===== src/rtl/mem_burst_master_if.sv =====
// rtl/mem_burst_master_if.sv - client command/data streams and memory request port of mem_burst_master
interface mem_burst_master_if #(
  parameter int unsigned ADDRESS_SIZE = 32,
  parameter int unsigned DATA_SIZE    = 32
);
  logic                    cmd_valid;
  logic                    cmd_ready;
  logic [ADDRESS_SIZE-1:0] cmd_addr;
  logic                    cmd_wr;
  logic [1:0]              cmd_size;

  logic                    wdata_valid;
  logic                    wdata_ready;
  logic [DATA_SIZE-1:0]    wdata;

  logic                    rdata_valid;
  logic                    rdata_ready;
  logic [DATA_SIZE-1:0]    rdata;
  logic                    rdata_last;

  logic                    done;
  logic                    err;

  logic [ADDRESS_SIZE-1:0] mem_addr;
  logic [DATA_SIZE-1:0]    mem_wdata;
  logic [1:0]              mem_acc_size;
  logic                    mem_wren;
  logic                    mem_en;
  logic [DATA_SIZE-1:0]    mem_rdata;
  logic                    mem_busy;

  modport master (
    input  cmd_valid, cmd_addr, cmd_wr, cmd_size,
    output cmd_ready,
    input  wdata_valid, wdata,
    output wdata_ready,
    output rdata_valid, rdata, rdata_last,
    input  rdata_ready,
    output done, err,
    output mem_addr, mem_wdata, mem_acc_size, mem_wren, mem_en,
    input  mem_rdata, mem_busy
  );

  modport slave (
    output cmd_valid, cmd_addr, cmd_wr, cmd_size,
    input  cmd_ready,
    output wdata_valid, wdata,
    input  wdata_ready,
    input  rdata_valid, rdata, rdata_last,
    output rdata_ready,
    input  done, err,
    input  mem_addr, mem_wdata, mem_acc_size, mem_wren, mem_en,
    output mem_rdata, mem_busy
  );
endinterface


===== src/rtl/mem_burst_master.sv =====
// rtl/mem_burst_master.sv - burst initiator: line-buffered write fill, memory burst sequencing, read drain
module mem_burst_master #(
  parameter int unsigned                 ADDRESS_SIZE  = 32,
  parameter int unsigned                 DATA_SIZE     = 32,
  parameter logic [ADDRESS_SIZE-1:0]     START_ADDRESS = 32'h8002_0000,
  parameter int unsigned                 MEM_SIZE      = 1048578
) (
  input  logic               clk,
  input  logic               rst,
  mem_burst_master_if.master bus
);

  typedef enum logic [2:0] {
    S_IDLE,
    S_FILL,
    S_ISSUE,
    S_WBURST,
    S_RBURST,
    S_DRAIN,
    S_DONE
  } state_t;

  localparam logic [ADDRESS_SIZE:0] MEM_LIMIT = (ADDRESS_SIZE+1)'(MEM_SIZE);

  function automatic logic [4:0] burst_len(input logic [1:0] size);
    case (size)
      2'b00:   burst_len = 5'd1;
      2'b01:   burst_len = 5'd4;
      2'b10:   burst_len = 5'd8;
      default: burst_len = 5'd16;
    endcase
  endfunction

  state_t                  state_q, state_d;
  logic [4:0]              cnt_q, cnt_d;
  logic [ADDRESS_SIZE-1:0] addr_q, addr_d;
  logic [1:0]              size_q, size_d;
  logic                    wr_q, wr_d;
  logic                    rej_q, rej_d;
  logic [DATA_SIZE-1:0]    line_q [16];
  logic [DATA_SIZE-1:0]    line_d [16];

  logic [4:0]              last_idx;
  logic [ADDRESS_SIZE:0]   cmd_end;
  logic                    reject;

  // Range check is one bit wider than the address so offset + length cannot wrap.
  always_comb begin
    cmd_end  = {1'b0, bus.cmd_addr} - {1'b0, START_ADDRESS}
             + {{(ADDRESS_SIZE-6){1'b0}}, burst_len(bus.cmd_size), 2'b00};
    reject   = (bus.cmd_addr[1:0] != 2'b00) || (bus.cmd_addr < START_ADDRESS) ||
               (cmd_end > MEM_LIMIT);
    last_idx = burst_len(size_q) - 5'd1;
  end

  always_comb begin
    state_d = state_q;
    cnt_d   = cnt_q;
    addr_d  = addr_q;
    size_d  = size_q;
    wr_d    = wr_q;
    rej_d   = rej_q;
    line_d  = line_q;

    bus.cmd_ready    = 1'b0;
    bus.wdata_ready  = 1'b0;
    bus.rdata_valid  = 1'b0;
    bus.rdata        = '0;
    bus.rdata_last   = 1'b0;
    bus.done         = 1'b0;
    bus.err          = 1'b0;
    bus.mem_addr     = '0;
    bus.mem_wdata    = '0;
    bus.mem_acc_size = 2'b00;
    bus.mem_wren     = 1'b0;
    bus.mem_en       = 1'b0;

    case (state_q)
      S_IDLE: begin
        bus.cmd_ready = 1'b1;
        if (bus.cmd_valid) begin
          addr_d  = bus.cmd_addr;
          size_d  = bus.cmd_size;
          wr_d    = bus.cmd_wr;
          rej_d   = reject;
          cnt_d   = 5'd0;
          if (reject) begin
            state_d = S_DONE;
          end else if (bus.cmd_wr) begin
            state_d = S_FILL;
          end else begin
            state_d = S_ISSUE;
          end
        end
      end

      S_FILL: begin
        bus.wdata_ready = 1'b1;
        if (bus.wdata_valid) begin
          line_d[cnt_q[3:0]] = bus.wdata;
          if (cnt_q == last_idx) begin
            cnt_d   = 5'd0;
            state_d = S_ISSUE;
          end else begin
            cnt_d = cnt_q + 5'd1;
          end
        end
      end

      S_ISSUE: begin
        bus.mem_addr     = addr_q;
        bus.mem_acc_size = size_q;
        bus.mem_wren     = wr_q;
        bus.mem_wdata    = wr_q ? line_q[0] : '0;
        if (!bus.mem_busy) begin
          bus.mem_en = 1'b1;
          // Word 0 of a write goes out with mem_en, so a single-word write is already complete.
          if (wr_q) begin
            cnt_d   = 5'd1;
            state_d = (last_idx == 5'd0) ? S_DONE : S_WBURST;
          end else begin
            cnt_d   = 5'd0;
            state_d = S_RBURST;
          end
        end
      end

      S_WBURST: begin
        bus.mem_addr     = addr_q;
        bus.mem_acc_size = size_q;
        bus.mem_wren     = wr_q;
        bus.mem_wdata    = line_q[cnt_q[3:0]];
        if (cnt_q == last_idx) begin
          cnt_d   = 5'd0;
          state_d = S_DONE;
        end else begin
          cnt_d = cnt_q + 5'd1;
        end
      end

      S_RBURST: begin
        // Memory returns word k one cycle after request cycle k, i.e. in RBURST cycle k.
        bus.mem_addr       = addr_q;
        bus.mem_acc_size   = size_q;
        bus.mem_wren       = wr_q;
        line_d[cnt_q[3:0]] = bus.mem_rdata;
        if (cnt_q == last_idx) begin
          cnt_d   = 5'd0;
          state_d = S_DRAIN;
        end else begin
          cnt_d = cnt_q + 5'd1;
        end
      end

      S_DRAIN: begin
        bus.rdata_valid = 1'b1;
        bus.rdata       = line_q[cnt_q[3:0]];
        bus.rdata_last  = (cnt_q == last_idx);
        if (bus.rdata_ready) begin
          if (cnt_q == last_idx) begin
            cnt_d   = 5'd0;
            state_d = S_DONE;
          end else begin
            cnt_d = cnt_q + 5'd1;
          end
        end
      end

      S_DONE: begin
        bus.done = 1'b1;
        bus.err  = rej_q;
        cnt_d    = 5'd0;
        state_d  = S_IDLE;
      end

      default: begin
        state_d = S_IDLE;
      end
    endcase
  end

  always_ff @(posedge clk) begin
    if (rst) begin
      state_q <= S_IDLE;
      cnt_q   <= 5'd0;
      addr_q  <= '0;
      size_q  <= 2'b00;
      wr_q    <= 1'b0;
      rej_q   <= 1'b0;
    end else begin
      state_q <= state_d;
      cnt_q   <= cnt_d;
      addr_q  <= addr_d;
      size_q  <= size_d;
      wr_q    <= wr_d;
      rej_q   <= rej_d;
    end
  end

  // Line buffer holds no control state, so it is left out of reset.
  always_ff @(posedge clk) begin
    line_q <= line_d;
  end

endmodule


===== src/flat_wrapper.sv =====
// flat-port wrapper written by rule: the top's interface ports become plain ports
module mem_burst_master_flat 
#(
  parameter int unsigned                 ADDRESS_SIZE  = 32,
  parameter int unsigned                 DATA_SIZE     = 32,
  parameter logic [ADDRESS_SIZE-1:0]     START_ADDRESS = 32'h8002_0000,
  parameter int unsigned                 MEM_SIZE      = 1048578
)
  (clk, rst, bus_cmd_valid, bus_cmd_addr, bus_cmd_wr, bus_cmd_size, bus_cmd_ready, bus_wdata_valid, bus_wdata, bus_wdata_ready, bus_rdata_valid, bus_rdata, bus_rdata_last, bus_rdata_ready, bus_done, bus_err, bus_mem_addr, bus_mem_wdata, bus_mem_acc_size, bus_mem_wren, bus_mem_en, bus_mem_rdata, bus_mem_busy);
  mem_burst_master_if #(.ADDRESS_SIZE(ADDRESS_SIZE), .DATA_SIZE(DATA_SIZE)) bus_i ();
  input  logic clk;
  input  logic rst;
  input wire logic [$bits(bus_i.cmd_valid)-1:0] bus_cmd_valid;
  input wire logic [$bits(bus_i.cmd_addr)-1:0] bus_cmd_addr;
  input wire logic [$bits(bus_i.cmd_wr)-1:0] bus_cmd_wr;
  input wire logic [$bits(bus_i.cmd_size)-1:0] bus_cmd_size;
  output wire logic [$bits(bus_i.cmd_ready)-1:0] bus_cmd_ready;
  input wire logic [$bits(bus_i.wdata_valid)-1:0] bus_wdata_valid;
  input wire logic [$bits(bus_i.wdata)-1:0] bus_wdata;
  output wire logic [$bits(bus_i.wdata_ready)-1:0] bus_wdata_ready;
  output wire logic [$bits(bus_i.rdata_valid)-1:0] bus_rdata_valid;
  output wire logic [$bits(bus_i.rdata)-1:0] bus_rdata;
  output wire logic [$bits(bus_i.rdata_last)-1:0] bus_rdata_last;
  input wire logic [$bits(bus_i.rdata_ready)-1:0] bus_rdata_ready;
  output wire logic [$bits(bus_i.done)-1:0] bus_done;
  output wire logic [$bits(bus_i.err)-1:0] bus_err;
  output wire logic [$bits(bus_i.mem_addr)-1:0] bus_mem_addr;
  output wire logic [$bits(bus_i.mem_wdata)-1:0] bus_mem_wdata;
  output wire logic [$bits(bus_i.mem_acc_size)-1:0] bus_mem_acc_size;
  output wire logic [$bits(bus_i.mem_wren)-1:0] bus_mem_wren;
  output wire logic [$bits(bus_i.mem_en)-1:0] bus_mem_en;
  input wire logic [$bits(bus_i.mem_rdata)-1:0] bus_mem_rdata;
  input wire logic [$bits(bus_i.mem_busy)-1:0] bus_mem_busy;
  assign bus_i.cmd_valid = bus_cmd_valid;
  assign bus_i.cmd_addr = bus_cmd_addr;
  assign bus_i.cmd_wr = bus_cmd_wr;
  assign bus_i.cmd_size = bus_cmd_size;
  assign bus_cmd_ready = bus_i.cmd_ready;
  assign bus_i.wdata_valid = bus_wdata_valid;
  assign bus_i.wdata = bus_wdata;
  assign bus_wdata_ready = bus_i.wdata_ready;
  assign bus_rdata_valid = bus_i.rdata_valid;
  assign bus_rdata = bus_i.rdata;
  assign bus_rdata_last = bus_i.rdata_last;
  assign bus_i.rdata_ready = bus_rdata_ready;
  assign bus_done = bus_i.done;
  assign bus_err = bus_i.err;
  assign bus_mem_addr = bus_i.mem_addr;
  assign bus_mem_wdata = bus_i.mem_wdata;
  assign bus_mem_acc_size = bus_i.mem_acc_size;
  assign bus_mem_wren = bus_i.mem_wren;
  assign bus_mem_en = bus_i.mem_en;
  assign bus_i.mem_rdata = bus_mem_rdata;
  assign bus_i.mem_busy = bus_mem_busy;
  mem_burst_master #(.ADDRESS_SIZE(ADDRESS_SIZE), .DATA_SIZE(DATA_SIZE), .START_ADDRESS(START_ADDRESS), .MEM_SIZE(MEM_SIZE)) u_core (.clk(clk), .rst(rst), .bus(bus_i));
endmodule

===== config.mk =====
export PLATFORM = sky130hd
export DESIGN_NAME = mem_burst_master_flat
export DESIGN_NICKNAME = d
export VERILOG_FILES = /design/src/rtl/mem_burst_master_if.sv /design/src/rtl/mem_burst_master.sv /design/src/flat_wrapper.sv
export SDC_FILE = /design/constraint.sdc
export NUM_CORES = 1
export LEC_CHECK = 0
export CAP_MARGIN = 0
export CORE_AREA = 2 2 273 275
export CTS_CLUSTER_SIZE = 8
export DETAILED_ROUTE_END_ITERATION = 6
export DIE_AREA = 0 0 275 277
export DONT_BUFFER_PORTS = 1
export HOLD_SLACK_MARGIN = 0.03
export PLACE_DENSITY = 0.55
export RECOVER_POWER = 25
export SLEW_MARGIN = 20
export SYNTH_ARGS = -nofsm -noshare
export SYNTH_HDL_FRONTEND = slang
export SYNTH_SLANG_ARGS = --single-unit

===== constraint.sdc =====
create_clock -name clk -period 4.6 [get_ports clk]
set_input_delay 1.15 -clock clk [delete_from_list [all_inputs] [get_ports clk]]
set_output_delay 1.15 -clock clk [all_outputs]
set_load 0.02 [all_outputs]

==> Yosys cells after proc, flatten, opt, wreduce, memory -nomap -nowiden <==
Index checks and enable logic that the tools add are counted.
{ "word_totals": {"mem_bits_rw": 0, "reg_bits": 556, "out_inout_bits": 106, "inputBits": 105, "latch_bits": 0, "word_cells": 108, "romBits": 0, "mem_count": 0} }
{ "op_classes": {"n_bitwise": 1, "n_div": 0, "n_addsub": 4, "shifts": 0, "order_cmp": 4, "multipliers": 0, "reduce_logical": 16, "mux": 44, "n_eq_ne": 17} }
{ "ops": {"columns": ["op", "n"], "rows": [
  ["bitwise mux 512 bit", 2],
  ["one-hot mux 512 bit (2 select lines)", 1],
  ["2-to-1 mux 512 bit", 1],
  ["2-to-1 mux 32 bit", 6],
  ["binary-select mux 32 bit (select 4 bit)", 1],
  ["demux 32 bit (select 4 bit)", 1],
  ["one-hot mux 32 bit (2 select lines)", 1],
  ["adder 33 x 7 -> 33 bit", 1],
  ["greater-than comparator 33 x 21 -> 1 bit, second input constant", 1],
  ["subtractor 32 x 32 -> 33 bit, second input constant", 1],
  ["less-than comparator 32 bit, second input constant", 1],
  ["2-to-1 mux 3 bit", 10],
  ["one-hot mux 5 bit (3 select lines)", 2],
  ["one-hot mux 5 bit (6 select lines)", 1],
  ["2-to-1 mux 5 bit", 5],
  ["one-hot mux 3 bit (6 select lines)", 1],
  ["2-to-1 mux 1 bit", 10],
  ["equality test 3 bit, second input constant", 3],
  ["inequality test 2 bit, second input constant", 4],
  ["equality test 3 x 2 -> 1 bit, second input constant", 2],
  ["AND reduction 6 bit", 1],
  ["nonzero test 6 bit", 1],
  ["adder 5 x 1 -> 5 bit, second input constant", 1],
  ["equality test 5 bit", 1],
  ["other kinds (19)", 27]
]} }

==> Depth between registers and ports, before layout <==
Gate-level depths: netlist (run 1).
{ "logic_depth": {"depth_word": 8, "ltp_mapped": 10, "mapped_depth_nobuf": 10} }

==> Worst setup path after synthesis (run 1) <==
No wires, ideal clock.
{ "synth_timing": {"kind": "flip-flop to output port", "startpoint": "reg u_core.cnt_q[0]", "endpoint": "out bus_mem_wdata[0]", "setup_slack_ns": 1.005, "required_time_ns": 3.450, "arrival_ns": 2.445, "path_stages_with_launch": 7, "n_path_buf": 3, "cell_sequence": "dfxtp_1 -> clkbuf_1 -> clkbuf_1 -> buf_2 -> mux4_2 -> mux4_2 -> a22o_1"} }
{ "synth_between": {"elab_chain_cells": 5} }
{ "synth_rtl": {"columns": ["element", "line_no", "text"], "rows": [
  ["start: declaration", "mem_burst_master.sv:35", "logic [4:0] cnt_q, cnt_d;"],
  ["start signal: assignment", "mem_burst_master.sv:192", "cnt_q <= cnt_d;"],
  ["inverter 4 -> 5 bit (implied by the code)", "mem_burst_master.sv:132", "bus.mem_wdata = line_q[cnt_q[3:0]];"],
  ["binary-select mux 32 bit (select 4 bit)", "mem_burst_master.sv:132", null],
  ["2-to-1 mux 32 bit (implied by the code) (2 in a row)", "mem_burst_master.sv:132", null],
  ["one-hot mux 32 bit (2 select lines)", "mem_burst_master.sv:78", "case (state_q)"],
  ["end: declaration", "flat_wrapper.sv:28", "output wire logic [$bits(bus_i.mem_wdata)-1:0] bus_mem_wdata;"]
]} }
No other way between the ends. The select of a mux whose other input is x is not followed.

==> Worst setup path in the final report (run 1) <==
{ "layout_timing": {"startpoint": "reg u_core.cnt_q[1]", "endpoint": "out bus_mem_wdata[8]"} }
The elaborated chain is that of the path after synthesis.

==> results.py, run 1 <==
metrics = {
    "worst_setup_path": {
        "cp_max_fo": 50,
        "cp_num_buf_inv": 2,
        "worstSetupEndpoint": "bus_mem_wdata[8]",
        "crit_path_end_kind": "output pin",
        "reg2reg_depth": 6,
        "worstPathArrival_ns": 3.25,
        "reg2reg_slack_ns": 0.57,
        "critPathKind": "reg -> out",
        "path_common_cell": "mux4_2",
        "worstSetupStartpoint": "u_core.cnt_q[1]$_SDFFE_PP0P_",
        "crit_cells": 5,
        "r2r_start": "u_core.state_q[2]$_SDFFE_PP0P_",
        "cpMaxStageDelayCell": "dfxtp_4",
        "cp_top_family": "flip-flops",
        "r2r_end": "u_core.line_q[428]$_DFFE_PP_",
        "slowest_delay_ns": 0.88,
        "cp-start-kind": "flop",
        "path_cells": "buf_12 -> buf_4 -> mux4_2 -> mux4_2 -> a22o_1",
        "required_ns": 3.45,
    },
    "timing": {
        "final.setup_skew_ns": 0.0406,
        "finalHoldViolCount": 0,
        "post-route-period-util": 0.956,
        "fmax_mhz": 227,
        "worst_pin_slew_ns": 1.46,
        "fin_crit_ns": 4.40,
        "relSlewSlack": 0.0246,
        "rsz0062_at_grt": "no",
        "tns_ns": 0,
        "report.final.slew_viol_count": 0,
        "setup_violations": 0,
    },
    "synthesis": {
        "syn-num-nets": 1973,
        "syn_avg_cell_area_um2": 13.6,
        "syn_area_mm2": 0.0254,
        "yosys_warnings": 0,
        "async_reset_ff_frac": 0,
        "syn-instance-count": 1859,
        "synth_cell_type_count": 66,
        "ys_seq_area_frac": 0.641,
        "synth-seq-cells": 556,
        "synth-edff-count": 512,
        "yosys_most_used_dff": "edfxtp_1",
    },
    "floorplan": {
        "io_pins": 211,
        "die_x_um": 275,
        "die_y_um": 277,
        "placementRows": 100,
        "start_util": 0.345,
        "core_area_mm2": 0.0736,
        "fp.dieArea_mm2": 0.0762,
    },
    "finish": {
        "mostFrequentLayoutCell": "nor2_1",
        "area.growth.synth_to_final_pct": 14.8,
        "stdcell_area_mm2": 0.0291,
        "drive_above_1_share": 0.188,
        "layout_common_cells": "nor2_1 (541), edfxtp_1 (512), mux4_2 (160)",
        "final.fill_count": 6836,
        "fin_nets": 1985,
    },
    "global_routing": {
        "grt_pass1_wl_um": 110000,
        "grt_pass1_vias": 16018,
        "grt_use_met1": 0.266,
        "grt.overflow.total": 0,
        "grt_max_degree": 51,
        "met2_usage": 0.329,
        "antenna_found_initial": 1,
        "use_met3": 0.0367,
        "gr-max-usage-layer": "met2",
        "track_usage": 0.199,
    },
    "clock_tree": {
        "clockRootBuffer": "clkbuf_16",
        "cts_resized": 0,
        "clockBufferDepth": 3,
        "cts_buffers": 80,
        "h-tree-depth": 3,
        "cts.sinks": 556,
        "clock_latency_ns": 0.63,
        "cts.reportedPaths.clkPinSlew_ns": 0.05,
        "cts_tree": "built",
    },
    "drt": {
        "via_count": 15968,
        "wl_um": 76500,
        "dr.pass1.iters": 7,
        "drt_iter0_drc": 1743,
        "vias_per_cell": 5.60,
        "wl_per_cell_um": 26.8,
        "ant_nets": 0,
        "drc": 0,
    },
    "power_and_ir_drop": {
        "p_leak_nw": 9.25,
        "p_per_area_mw_per_mm2": 531,
        "switchingPower_w": 0.00481,
        "p_comb_frac": 0.261,
        "pwr-share-clk": 0.342,
        "swShare": 0.312,
        "max-vdd-ir-drop_mv": 0.294,
        "internal_power_w": 0.0106,
        "pwr-share-seq": 0.398,
    },
    "placement": {
        "gp_congestion": 0.839,
        "io_buffers": 0,
        "placed_cell_area_mm2": 0.0270,
        "place_hpwl_um": 44700,
    },
    "hold_path": {
        "min-delay-path-class": "reg -> reg",
        "holdPathStages": 2,
    },
    "outcome": {
        "status": "finished clean",
    },
    "flow_run": {
        "maxCapViolCount": 0,
    },
}
worst min path at each step:
stage,startpoint,to
finish,u_core.addr_q[0]$_SDFFE_PP0P_,u_core.addr_q[0]$_SDFFE_PP0P_
global route,u_core.addr_q[3]$_SDFFE_PP0P_,u_core.addr_q[3]$_SDFFE_PP0P_
CTS,u_core.addr_q[6]$_SDFFE_PP0P_,u_core.addr_q[6]$_SDFFE_PP0P_
detailed placement,u_core.addr_q[6]$_SDFFE_PP0P_,u_core.addr_q[6]$_SDFFE_PP0P_
global placement,u_core.addr_q[3]$_SDFFE_PP0P_,u_core.addr_q[3]$_SDFFE_PP0P_
floorplan,u_core.addr_q[0]$_SDFFE_PP0P_,u_core.addr_q[0]$_SDFFE_PP0P_
timing repair:
item | 4_1_cts | 5_1_grt
hold buffers | 0 | 0
setup endpoints to repair | 0 | 5
buffers inserted | 0 | 1
cells in the mapped netlist, types with 4 or more instances:
library cell,instances,share of area
a21oi_1,55,0.011
a22o_1,33,0.011
a31oi_1,4,0.00099
and2_1,40,0.0099
and3_1,10,0.0025
buf_1,5,0.00074
buf_2,15,0.0030
clkbuf_1,135,0.020
dfxtp_1,44,0.035
edfxtp_1,512,0.61
ha_1,9,0.0044
inv_1,7,0.0010
mux2i_1,34,0.013
mux4_2,160,0.14
nand2_1,91,0.013
nand2b_1,6,0.0015
nand3_1,9,0.0018
nand4_1,6,0.0015
nor2_1,551,0.082
nor2b_1,45,0.011
nor3_1,7,0.0014
o21ai_0,8,0.0016
or3_1,4,0.00099
xnor2_1,7,0.0024
power groups by stage:
stage / Sequential (W) / Combinational, W / Clock [W]
floorplan: 0.00603 / 0.00289 / 0
global placement: 0.00628 / 0.00401 / 0
detailed placement: 0.00628 / 0.00409 / 0
CTS: 0.00619 / 0.00410 / 0.00537
global route: 0.00618 / 0.00434 / 0.00558
finish: 0.00614 / 0.00403 / 0.00528
per-layer routing:
metal	routed length (um)	up-vias
met1	31000	8285
li1	-	6824
met2	37600	741
met5	0	-
met3	6080	118
met4	1820	0
area by class of cell:
| cell class | count | area (um2) | area share |
|---|---|---|---|
| Timing Repair Buffer | 87 | 788 | 0.0271 |
| Antenna cell | 1 | 2.50 | 0.0000860 |
| Inverter | 7 | 26.3 | 0.000903 |
| Multi-Input combinational cell | 1139 | 8600 | 0.296 |
| Clock buffer | 84 | 2030 | 0.0697 |
| Sequential cell | 556 | 16300 | 0.559 |
| Tap cell | 969 | 1210 | 0.0417 |
| Clock inverter | 9 | 171 | 0.00589 |
worst reg2reg max path: cells and delay by family, from the launching register on:
kind                   cells  cell delay [ns]
AND/OR/NAND/NOR            2             0.85
multiplexers               1             0.31
flip-flops                 1             0.59
buffers and inverters      3             1.96
kinds of logic (layout without fill, tap and decap cells):
logic type | after synthesis | in the layout | share of synthesized area
flops | 556 | 556 | 0.641
mux | 194 | 194 | 0.156
other cells | 0 | 1 | 0
xor+xnor | 9 | 9 | 0.00311
compound gates | 135 | 135 | 0.0367
simple gates | 792 | 792 | 0.134
fa+ha+maj | 9 | 9 | 0.00444
buf+inv | 164 | 187 | 0.0255
through the flow:
step                      hold slack (ns)  std cells   util  total power (W)  worst slack [ns]
after detailed placement            0.439       2757  0.367           0.0104             0.718
after global placement              0.431       2757  0.367           0.0103             0.734
after global routing                0.464       2851  0.395           0.0161            0.0715
after floorplan                     0.432       1859      -          0.00893              1.01
final                               0.445       2852  0.395           0.0155             0.203
after CTS                           0.446       2850  0.397           0.0157            0.0365
state kept, by name, indices dropped and copies added, names as in the netlist:
signal          cells
u_core.rej_q        1
u_core.line_q     512
u_core.size_q       2
u_core.cnt_q        5
u_core.wr_q         1
u_core.state_q      3
u_core.addr_q      32
Note: power is estimated with default switching activity, not from simulation.
==> inputs of run 2 (changes only) <==
- CORE_AREA: 2 2 273 275 -> 2 2 231 324
- DIE_AREA: 0 0 275 277 -> 0 0 233 326
- clock period: 4.6 -> 5.6 ns (I/O delays scaled with it)
==> results.py, run 2 (same netlist as run 1, synthesis figures left out) <==
metrics = {
    "power_and_ir_drop": {
        "internal_power_w": 0.00882,
        "max-vdd-ir-drop_mv": 0.240,
        "pwr-share-clk": 0.346,
        "switchingPower_w": 0.00389,
        "p_comb_frac": 0.259,
        "pwr-share-seq": 0.395,
        "p_per_area_mw_per_mm2": 439,
        "p_leak_nw": 9.18,
        "swShare": 0.306,
    },
    "finish": {
        "largest_register_ffs": 512,
        "drive_above_1_share": 0.180,
        "top_register": "u_core.line_q",
        "utilization": 0.395,
        "largestRegisters": "u_core.line_q (512), u_core.addr_q (32), u_core.cnt_q (5)",
        "fin_nets": 1980,
        "mostFrequentLayoutCell": "nor2_1",
        "layout_common_cells": "nor2_1 (533), edfxtp_1 (512), mux4_2 (160)",
        "num_antenna_cells": 0,
        "final.fill_count": 6741,
        "area.growth.synth_to_final_pct": 14.2,
    },
    "clock_tree": {
        "cts_buffers": 79,
        "h-tree-depth": 3,
        "postCtsSetupBuffers": 0,
        "clockRootBuffer": "clkbuf_16",
        "cts_tree": "built",
        "cts.reportedPaths.clkPinSlew_ns": 0.05,
        "clock_latency_ns": 0.60,
        "hold_buffers": 0,
        "cts_resized": 0,
        "cts.sinks": 556,
        "clockBufferDepth": 3,
    },
    "worst_setup_path": {
        "path_cells": "buf_4 -> mux4_2 -> a22o_1",
        "cpMaxStageDelayCell": "dfxtp_1",
        "required_ns": 4.20,
        "slowest_delay_ns": 1.53,
        "cp_max_fo": 23,
        "critPathKind": "reg -> out",
        "cp-start-kind": "flop",
        "crit_path_end_kind": "output pin",
        "worstPathArrival_ns": 3.45,
    },
    "drt": {
        "drc": 0,
        "drt_iter0_drc": 1381,
        "vias_per_cell": 5.64,
        "dr.pass1.iters": 5,
        "ant_nets": 0,
        "wl_per_cell_um": 27.8,
        "wl_um": 79400,
        "via_count": 16093,
    },
    "timing": {
        "tns_ns": 0,
        "hold_slack_ns": 0.442,
        "rsz0062_at_grt": "no",
        "worst_pin_slew_ns": 2.66,
        "relSlewSlack": -0.775,
        "report.final.slew_viol_count": 94,
        "fin_crit_ns": 4.85,
        "final.setup_skew_ns": 0.0248,
        "fmax_mhz": 206,
        "setup_violations": 0,
        "setup_ws_ns": 0.750,
        "finalHoldViolCount": 0,
        "post-route-period-util": 0.866,
    },
    "floorplan": {
        "io_pins": 211,
        "core_area_mm2": 0.0734,
        "placementRows": 118,
        "die_x_um": 233,
        "fp.dieArea_mm2": 0.0760,
        "die_y_um": 326,
        "start_util": 0.345,
    },
    "global_routing": {
        "grt_pass1_wl_um": 113000,
        "antenna_found_initial": 1,
        "grt_pass1_vias": 16617,
        "track_usage": 0.208,
        "grt.overflow.total": 0,
        "grt_max_degree": 56,
    },
    "placement": {
        "io_buffers": 0,
        "place_hpwl_um": 46100,
        "gp_congestion": 0.797,
        "post-place-ws_ns": 1.24,
    },
    "outcome": {
        "violations": "capacitance limit, slew limit",
        "status": "finished, violations left",
    },
    "flow_run": {
        "maxCapViolCount": 3,
    },
    "hold_path": {
        "min-delay-path-class": "reg -> reg",
    },
}
## run 2: final timing paths
check | start | end | slack [ns] | cells past startpoint
max reg2reg | u_core.cnt_q[3]$_SDFFE_PP0P_ | u_core.line_q[252]$_DFFE_PP_ | 1.22 | 5
min | u_core.addr_q[13]$_SDFFE_PP0P_ | u_core.addr_q[13]$_SDFFE_PP0P_ | 0.44 | 2
min reg2reg | u_core.addr_q[13]$_SDFFE_PP0P_ | u_core.addr_q[13]$_SDFFE_PP0P_ | 0.44 | 2
max | u_core.cnt_q[3]$_SDFFE_PP0P_ | bus_mem_wdata[10] | 0.75 | 3
## run 2: layout make-up
type | count | area, um2 | share of cell area
sequential | 556 | 16300 | 0.562
tap | 960 | 1200 | 0.0415
inverter | 7 | 26.3 | 0.000908
multi-input combinational | 1139 | 8620 | 0.298
clock inverter | 3 | 55.1 | 0.00190
clock buffer | 104 | 2180 | 0.0752
timing repair buffer | 83 | 601 | 0.0207
## run 2: critical path: cells and delay by family (launching register included)
family	cells	cell delay, ns
AOI/OAI and AO/OA	1	0.30
buffers and inverters	1	0.57
DFF	1	1.53
muxes	1	0.44
## run 2: power groups by stage
stage / clock, W / combinational [W] / sequential (W)
after global routing: 0.00462 / 0.00354 / 0.00505
after global placement: 0 / 0.00322 / 0.00519
after CTS: 0.00446 / 0.00329 / 0.00511
after detailed placement: 0 / 0.00327 / 0.00519
after floorplan: 0 / 0.00238 / 0.00496
final: 0.00440 / 0.00329 / 0.00503
## run 2: layer usage
layer  wire [um]  part of all wire  vias up  global-route usage
met3        6580             0.083      167              0.0422
met2       40600              0.51      806               0.367
met1       29400              0.37     8310               0.248
met5           0                 0        -                   0
li1            -                 -     6810                   -
met4        2810             0.035        0              0.0780
## run 2: per-stage QoR
step,power (W),cell area [um2],cells
6_report,0.0127,29000,2852
5_1_grt,0.0132,29000,2852
4_1_cts,0.0129,29000,2851
3_5_place_dp,0.00846,26800,2744
3_3_place_gp,0.00842,26800,2743
2_1_floorplan,0.00733,25400,1859
==> inputs of run 3 (changes only) <==
- CELL_PAD_IN_SITES_DETAIL_PLACEMENT: not set -> 0
- CELL_PAD_IN_SITES_GLOBAL_PLACEMENT: not set -> 1
- CORE_AREA: 2 2 231 324 -> 2 2 204 286
- DIE_AREA: 0 0 233 326 -> 0 0 206 288
- PLACE_DENSITY: 0.55 -> 0.75
==> results.py, run 3 (same netlist as run 1, synthesis figures left out) <==
metrics = {
    "timing": {
        "rsz0062_at_grt": "no",
        "report.final.slew_viol_count": 401,
        "relSlewSlack": -0.970,
        "setup_violations": 0,
        "final.setup_skew_ns": 0.0239,
        "finalHoldViolCount": 0,
        "tns_ns": 0,
        "worst_pin_slew_ns": 2.96,
        "post-route-period-util": 0.931,
        "fin_crit_ns": 5.21,
        "fmax_mhz": 192,
    },
    "finish": {
        "area.growth.synth_to_final_pct": 12.9,
        "top_register": "u_core.line_q",
        "seq_area_mm2": 0.0163,
        "drive_above_1_share": 0.189,
        "layout_common_cells": "nor2_1 (534), edfxtp_1 (512), mux4_2 (160)",
        "multi_input_area_mm2": 0.00862,
        "final_cells": 2622,
        "num_antenna_cells": 0,
        "stdcell_area_mm2": 0.0286,
        "mostFrequentLayoutCell": "nor2_1",
        "largestRegisters": "u_core.line_q (512), u_core.addr_q (32), u_core.cnt_q (5)",
        "final.fill_count": 4808,
        "largest_register_ffs": 512,
        "fin_nets": 1978,
    },
    "clock_tree": {
        "clockBufferDepth": 3,
        "clockRootBuffer": "clkbuf_16",
        "hold_buffers": 0,
        "clock_latency_ns": 0.61,
        "cts_tree": "built",
        "cts.reportedPaths.clkPinSlew_ns": 0.06,
        "cts_resized": 0,
        "cts.sinks": 556,
        "postCtsSetupBuffers": 0,
        "cts_buffers": 79,
        "h-tree-depth": 3,
    },
    "worst_setup_path": {
        "cp_max_fo": 76,
        "worstPathArrival_ns": 3.81,
        "slowest_delay_ns": 1.42,
        "critPathKind": "reg -> out",
        "required_ns": 4.20,
        "path_cells": "buf_12 -> mux4_2 -> mux4_2 -> a22o_1",
        "cpMaxStageDelayCell": "dfxtp_2",
        "crit_path_end_kind": "output pin",
        "cp-start-kind": "flop",
        "path_common_cell": "mux4_2",
    },
    "hold_path": {
        "min-delay-path-class": "reg -> reg",
    },
    "global_routing": {
        "grt_max_degree": 77,
        "grt_pass1_wl_um": 108000,
        "grt_pass1_vias": 16376,
        "grt.overflow.total": 0,
        "track_usage": 0.255,
        "antenna_found_initial": 0,
    },
    "placement": {
        "dp.cells": 2524,
        "io_buffers": 0,
        "place_hpwl_um": 42400,
        "placed_cell_area_mm2": 0.0265,
        "gp_congestion": 0.833,
    },
    "power_and_ir_drop": {
        "p_total_w": 0.0126,
        "max-vdd-ir-drop_mv": 0.287,
        "p_leak_nw": 9.20,
        "p_per_area_mw_per_mm2": 439,
    },
    "floorplan": {
        "die_y_um": 288,
        "core_area_mm2": 0.0570,
        "io_pins": 211,
        "start_util": 0.445,
        "fp.dieArea_mm2": 0.0593,
        "die_x_um": 206,
        "placementRows": 104,
    },
    "outcome": {
        "violations": "capacitance limit, slew limit",
        "status": "finished, violations left",
    },
    "drt": {
        "drc": 0,
        "vias_per_cell": 6.11,
        "via_count": 16012,
        "wl_per_cell_um": 28.9,
        "dr.pass1.iters": 5,
        "ant_nets": 0,
        "wl_um": 75800,
        "drt_iter0_drc": 1808,
    },
    "flow_run": {
        "maxCapViolCount": 12,
    },
}
run 3: worst max-delay path: cells and delay by family (launching register included):
family	cells	cell delay, ns
AO/OA/AOI/OAI	1	0.30
buffers and inverters	1	0.51
multiplexers	2	0.93
flip-flops	1	1.42
run 3: area by class of cell:
cell class | count | share of cell area
Clock buffer | 89 | 0.0704
Clock inverter | 8 | 0.00564
Inverter | 7 | 0.000918
Multi-Input combinational cell | 1139 | 0.301
Sequential cell | 556 | 0.568
Tap cell | 742 | 0.0324
Timing Repair Buffer | 81 | 0.0212
run 3: per-stage QoR:
step | hold WS, ns | utilization | setup WS [ns]
3_3_place_gp | 0.433 | 0.464 | 1.24
5_1_grt | 0.459 | 0.502 | 0.300
4_1_cts | 0.442 | 0.503 | 0.608
6_report | 0.442 | 0.502 | 0.388
3_5_place_dp | 0.436 | 0.465 | 1.23
2_1_floorplan | 0.432 | - | 1.76
run 3: path summary, 6_finish.rpt:
path / slack, ns / from / cells after the start / to
worst min register to register: 0.44 / u_core.addr_q[17]$_SDFFE_PP0P_ / 2 / u_core.addr_q[17]$_SDFFE_PP0P_
worst max-delay path: 0.39 / u_core.cnt_q[1]$_SDFFE_PP0P_ / 4 / bus_mem_wdata[15]
worst min-delay path: 0.44 / u_core.addr_q[17]$_SDFFE_PP0P_ / 2 / u_core.addr_q[17]$_SDFFE_PP0P_
worst max register to register: 0.46 / u_core.cnt_q[1]$_SDFFE_PP0P_ / 5 / u_core.line_q[15]$_DFFE_PP_
run 3: layer usage:
metal / global-route usage / vias up / part of all wire
met5: 0 / - / 0
met4: 0.102 / 0 / 0.038
met3: 0.0582 / 184 / 0.099
met2: 0.435 / 907 / 0.50
met1: 0.313 / 8121 / 0.36
li1: - / 6800 / -
run 3: power by group:
part	leakage, nW	internal (W)	total (W)	switching, W
combinational	3.03	0.00132	0.00316	0.00185
clock	1.06	0.00258	0.00430	0.00172
sequential	5.11	0.00481	0.00509	0.000277
total	9.20	0.00871	0.0126	0.00385
